[config.mk]
export PLATFORM = sky130hd
export DESIGN_NAME = dw3_32_gen
export DESIGN_NICKNAME = d
export VERILOG_FILES = /design/src/rtl/dw3_32_gen.sv
export SDC_FILE = /design/constraint.sdc
export NUM_CORES = 1
export LEC_CHECK = 0
export BUFFER_PORTS_ARGS = -buffer_cell sky130_fd_sc_hd__buf_2
export CAP_MARGIN = 20
export CORE_MARGIN = 3
export CORE_UTILIZATION = 34
export CTS_CLUSTER_SIZE = 8
export DETAILED_ROUTE_END_ITERATION = 8
export GPL_TIMING_DRIVEN = 0
export HOLD_SLACK_MARGIN = 0.02
export PLACE_DENSITY = 0.49
export SLEW_MARGIN = 30
export SYNTH_ARGS = -nofsm -noshare
export SYNTH_HDL_FRONTEND = slang
export SYNTH_SLANG_ARGS = --single-unit
[constraint.sdc]
create_clock -name clk -period 2.6 [get_ports clk]
set_input_delay 0.13 -clock clk [delete_from_list [all_inputs] [get_ports clk]]
set_output_delay 0.13 -clock clk [all_outputs]
set_load 0.1 [all_outputs]
[src/rtl/dw3_32_gen.sv]
// dw3_32_gen: delta weight dw3_32 = 2^-LR_SHIFT * delta * act (signed Q5.10), using a sequential shift-add multiplier.
// Optional macro DW_SATURATE_EN clamps the scaled result to 16 bits instead of wrapping it.
module dw3_32_gen #(
   parameter int LR_SHIFT = 3,
   parameter int FRAC     = 10
) (
   input  logic        clk,
   input  logic        reset,
   input  logic        init_req,
   input  logic        start,
   input  logic [15:0] delta,
   input  logic [15:0] act,
   output logic        busy,
   output logic        done,
   output logic [15:0] dw3_32,
   output logic        select_initial,
   output logic        select_update
);
   localparam int SHIFT = FRAC + LR_SHIFT;

   typedef enum logic [2:0] {
      IDLE   = 3'd0,
      INIT   = 3'd1,
      MUL    = 3'd2,
      SCALE  = 3'd3,
      UPDATE = 3'd4
   } state_t;

   state_t             state_r;
   logic        [3:0]  cnt_r;
   logic        [31:0] acc_r;
   logic        [31:0] mcand_r;
   logic        [15:0] mplier_r;
   logic               neg_r;
   logic signed [31:0] prod_s;
   logic        [15:0] result_s;
`ifdef DW_SATURATE_EN
   logic signed [31:0] scaled_s;
`endif

   // 0x8000 maps to the unsigned magnitude 0x8000, so -32.0 stays exact
   function automatic logic [15:0] magnitude(input logic [15:0] v);
      if (v[15]) begin
         magnitude = 16'd0 - v;
      end else begin
         magnitude = v;
      end
   endfunction

   // Sign-correct the product, floor-shift it and reduce it to 16 bits
   always_comb begin
      prod_s = neg_r ? -$signed(acc_r) : $signed(acc_r);
`ifdef DW_SATURATE_EN
      scaled_s = prod_s >>> SHIFT;
      if (scaled_s > 32'sd32767) begin
         result_s = 16'h7FFF;
      end else if (scaled_s < -32'sd32768) begin
         result_s = 16'h8000;
      end else begin
         result_s = scaled_s[15:0];
      end
`else
      result_s = 16'(prod_s >>> SHIFT);
`endif
   end

   // Control FSM, multiplier datapath and registered outputs
   always_ff @(posedge clk) begin
      if (!reset) begin
         state_r        <= IDLE;
         cnt_r          <= 4'd0;
         acc_r          <= 32'd0;
         mcand_r        <= 32'd0;
         mplier_r       <= 16'd0;
         neg_r          <= 1'b0;
         busy           <= 1'b0;
         done           <= 1'b0;
         dw3_32         <= 16'd0;
         select_initial <= 1'b0;
         select_update  <= 1'b0;
      end else begin
         done           <= 1'b0;
         select_initial <= 1'b0;
         select_update  <= 1'b0;
         case (state_r)
            IDLE: begin
               if (init_req) begin
                  state_r        <= INIT;
                  busy           <= 1'b1;
                  select_initial <= 1'b1;
               end else if (start) begin
                  state_r  <= MUL;
                  busy     <= 1'b1;
                  cnt_r    <= 4'd0;
                  acc_r    <= 32'd0;
                  mcand_r  <= {16'd0, magnitude(delta)};
                  mplier_r <= magnitude(act);
                  neg_r    <= delta[15] ^ act[15];
               end else begin
                  busy <= 1'b0;
               end
            end
            INIT: begin
               state_r <= IDLE;
               busy    <= 1'b0;
            end
            MUL: begin
               if (mplier_r[0]) begin
                  acc_r <= acc_r + mcand_r;
               end else begin
                  acc_r <= acc_r;
               end
               mcand_r  <= mcand_r << 1;
               mplier_r <= mplier_r >> 1;
               cnt_r    <= cnt_r + 4'd1;
               if (cnt_r == 4'd15) begin
                  state_r <= SCALE;
               end else begin
                  state_r <= MUL;
               end
            end
            SCALE: begin
               dw3_32        <= result_s;
               done          <= 1'b1;
               select_update <= 1'b1;
               state_r       <= UPDATE;
            end
            UPDATE: begin
               state_r <= IDLE;
               busy    <= 1'b0;
            end
            default: begin
               state_r <= IDLE;
               busy    <= 1'b0;
            end
         endcase
      end
   end
endmodule

# == Word level (Yosys, flattened, before mapping) ==
# Cells that the tools add are included.
# totals
mem_bits_rw,0
mem_bits_ro,0
out_inout_bits,20
latch_bits,0
word_cells,56
reg_bits,107
n_memories,0
inputBits,36
# classes
magnitude_cmp,0
add_sub_neg,5
reduce_logical,7
eq_ne,7
bitwise_logic,2
div,0
muxes,25
mul,0
shift,0
# ops
operator,n
two-way mux 32 bit,5
one-hot mux 32 bit (2 select lines),2
two-way mux 16 bit,4
adder 32 bit,1
one-hot mux 16 bit (2 select lines),1
subtractor 1 x 16 -> 16 bit (first input constant),2
two-way mux 29 bit,1
negation 29 bit,1
one-hot mux 3 bit (3 select lines),1
two-way mux 4 bit,2
one-hot mux 4 bit (2 select lines),1
equality test 3 x 2 -> 1 bit (second input constant),2
two-way mux 3 bit,2
!= test 2 bit (second input constant),3
AND reduction 3 bit,2
two-way mux 1 bit,5
adder 4 x 1 -> 4 bit (second input constant),1
equality test 4 bit (second input constant),1
AND reduction 4 bit,1
zero test 3 bit,1
!= test 3 bit (second input constant),1
one-hot mux 1 bit (2 select lines),1
AND reduction 2 bit,1
nonzero test 2 bit,1
other kinds (3),3

# == Longest topological paths before layout ==
# depth
word_depth,5
mapped_depth,11
depth_no_buf,11

# == Worst setup path after synthesis ==
# Ideal clock, no wire load.
# synth_path
kind,register to register
start,register acc_r[0]
end,register acc_r[16]
path_stages_with_launch,12
path_slack_ps,298
setup_ps,128
path_buffers,0
required_ps,2472
arrival_ps,2173
period_less_slack_ps,2302
path_cell_list,dfxtp_1 > ha_1 > inv_1 > fa_1 > nor2b_1 > o2111a_1 > o21a_1 > a21oi_1 > o211a_1 > o21ai_0 > xnor2_1 > o21ai_0
# synth_between
elab_chain_len,3
# synth_lines
element,line_no,rtl
"start, declared",31,logic [31:0] acc_r;
"start signal, assigned",109,acc_r <= acc_r + mcand_r;
"start signal, assigned",111,acc_r <= acc_r;
adder 32 bit,109,
two-way mux 32 bit,108,if (mplier_r[0]) begin
one-hot mux 32 bit (2 select lines),85,case (state_r)
# Every way passes these cells. The select of a mux whose other input is x is not followed.
# A chain may end at the register's enable or synchronous reset.

# == Worst setup path in the final report ==
# layout_path
start,register acc_r[1]
end,register acc_r[25]
# The elaborated chain is that of the path after synthesis.

==> flow_metrics.tcl <==
set metrics [dict create \
    status "complete, no violations" \
    route.detailed.drc 0 \
    met1_usage_pct 21.6 \
    critPathCaptureType "flop" \
    drtIter0Drc 337 \
    dpl_cell_area_um2 6500 \
    dp_hpwl_mm 12.4 \
    setup_violations 0 \
    arrival_ns 2.74 \
    yosysUniqueCellTypes 55 \
    dr.pass1.iters 5 \
    synth_edf_count 0 \
    worst_pin_slew_ns 0.729 \
    skew_ns 0.00989 \
    wl_per_cell_um 15.9 \
    die_area_um2 19100 \
    period_needed_ns 2.50 \
    ff_latch_area_um2 2030 \
    grt_overflow 0 \
    hold_viol_final 0 \
    die_h_um 138 \
    clkTransAtPathRegs_ns 0.07 \
    leakage_nw 2.94 \
    finalNetCount 861 \
    cp_top_family "compound AO/OA/AOI/OAI gates" \
    crit_buf_inv 0 \
    final-max-slew-violation-count 0 \
    crit_top_cell "o211ai_1" \
    drive_above_1_share_pct 13.3 \
    area_delta_synth_final_pct 16.2 \
    hold_class "primary input to flop" \
    cts_root_buf "clkbuf_16" \
    start_util_pct 35.3 \
    critical_path.max_stage_delay_ns 0.35 \
    p_per_area_nw_per_um2 497 \
    gp_congestion 0.904 \
    route.vias.total 5523 \
    final_common_cell "nand2_1" \
    first_global_vias 5331 \
    synth-seq-cells 101 \
    tns_ns 0 \
    yosysSeqAreaShare_pct 34.0 \
    dpl.cell_count 998 \
    post-route-period-util_pct 96.1 \
    slew_headroom_pct 51.4 \
    antenna_found_initial 0 \
    multi_input_area_um2 3820 \
    post-route-util_pct 41.0 \
    io_pins 56 \
    grtUsageMet2_pct 27.2 \
    timing.fmax_mhz 400 \
    critPathLaunchType "flop" \
    yosysWarnings 0 \
    htree_levels 3 \
    crit_required_ns 2.84 \
    totalWireLength_mm 16.2 \
    synth_nets 791 \
    syn_area_um2 5950 \
    avgViaCountPerCell 5.43 \
    grt_util_met3_pct 2.94 \
    cts_tree "done" \
    num-fill-cells 1701 \
    die_w_um 138 \
    place.port_buffers 55 \
    post-place-ws_ns -0.243 \
    instances_no_fill 1018 \
    final_cell_mix "95 x nand2_1, 94 x dfxtp_1, 55 x buf_2, 51 x a21oi_1, 49 x xor2_1" \
    async_flop_share_pct 0 \
    grt_pass1_wl_mm 26.3 \
    grtUsageTotal_pct 16.6 \
    critPathSlowestCell "dfxtp_2" \
    num_antenna_cells 0 \
    insertion_delay_ns 0.35 \
    ant_nets 0 \
    path_cells "ha_1 -> a211oi_2 -> o211ai_1 -> and4_2 -> o211ai_1 -> nand2_1 -> nand2b_4 -> a211o_1 -> a32o_1" \
    holdWs_ns 0.0474 \
    p_total_mw 3.44 \
    cap_violations 0 \
    cts_num_sinks 101 \
    core_um2 16900 \
    postSynthAreaPerCell_um2 8.24 \
    ir_drop_mv 0.291 \
    synth-main-ff-cell "dfxtp_1" \
    cts_buffer_depth 2 \
    syn_inst 723 \
    worstPathMaxFanout 4 \
    finalWorstSetupSlack_ns 0.102 \
    grt_max_degree 16 \
    worstSetupPathType "flop to flop" \
    cts-buffers-inserted 9 \
    grt_busiest_layer "met2" \
    core.rowCount 47 \
    final_area_um2 6920 \
]
-- cells in the mapped netlist, drive strengths merged, types with 4 or more instances --
library cell  count  area share, %
inv              15           0.95
a21o              9            1.1
o31ai            10            1.3
nor4              6           0.63
nor2b            15            1.6
a31oi             5           0.53
nand2b            7           0.74
o211ai            4           0.50
and2              8           0.84
o41ai             6            1.3
buf               5           0.63
and3              6           0.63
nand4             7           0.74
nor2             42            2.6
xnor2            17            2.5
a22oi            14            1.8
o221ai           25            3.7
nor3             19            1.7
o21a              5           0.63
o211a            14            2.4
ha               31            6.5
clkbuf           33            2.1
xor2             49            7.2
a21oi            52            4.4
nand3            20            1.7
o21ai            48            4.0
nand2            95            6.0
dfxtp           101             34
a21boi           16            2.0
-- cell type report --
cell class / count / area share [%]
Clock inverter: 3 / 0.307
Multi-Input combinational cell: 569 / 55.2
Inverter: 15 / 0.814
Clock buffer: 13 / 3.62
Sequential cell: 101 / 29.4
Buffer: 36 / 2.12
Timing Repair Buffer: 61 / 4.63
Tap cell: 220 / 3.98
-- sequential cells by signal (all words and copies together) (netlist names) --
name and count:
acc_r 29, busy 1, cnt_r 4, dw3_32 16, mcand_r 29, mplier_r 16
neg_r 1, select_initial 1, select_update 1, state_r 3
-- report_power, final --
| group | leakage [nW] | internal, mW | total, mW | switching, mW |
|---|---|---|---|---|
| combinational | 1.99 | 0.170 | 0.512 | 0.342 |
| sequential | 0.824 | 1.61 | 1.65 | 0.0440 |
| clock | 0.130 | 0.678 | 1.27 | 0.594 |
| total | 2.94 | 2.46 | 3.44 | 0.980 |
-- what timing repair did --
| item | 4_1_cts | 5_1_grt |
|---|---|---|
| hold endpoints to repair | 0 | 0 |
| endpoints found under the setup margin | 12 | 18 |
| hold buffers | 0 | 0 |
| buffers inserted | 3 | 3 |
| gates resized for setup | 9 | 22 |
| pin swaps | 4 | 11 |
-- final timing paths --
| kind | start | to | slack, ns | cells after the start |
|---|---|---|---|---|
| max | acc_r[1] | acc_r[25] | 0.10 | 9 |
| max reg2reg | acc_r[1] | acc_r[25] | 0.10 | 9 |
| min | init_req | select_initial | 0.05 | 3 |
| min reg2reg | mcand_r[22] | mcand_r[23] | 0.49 | 2 |
-- worst reg2reg max path, stage by stage, from the launching register on --
cell	delay (ns)
dfxtp_2	0.35
ha_1	0.33
a211oi_2	0.22
o211ai_1	0.16
and4_2	0.29
o211ai_1	0.18
nand2_1	0.13
nand2b_4	0.17
a211o_1	0.30
a32o_1	0.26
-- logic make-up (layout without fill, tap and decap cells) --
logic type	count (synthesis)	count (layout)	synth area share, %
and+or+nand+nor	244	244	19.6
DFF	101	101	34.0
xor gates and xnor gates	66	66	9.71
adders and majority gates	32	32	6.85
buffers and inverters	53	128	3.66
muxes	3	3	0.504
AOI/OAI and AO/OA	224	224	25.8
-- routing by layer --
| metal | part of all wire (%) | wire (µm) |
|---|---|---|
| met2 | 45 | 7350 |
| met4 | 2.7 | 437 |
| met5 | 0 | 0 |
| met1 | 47 | 7560 |
| met3 | 5.0 | 805 |
(Power assumes the default switching activity.)
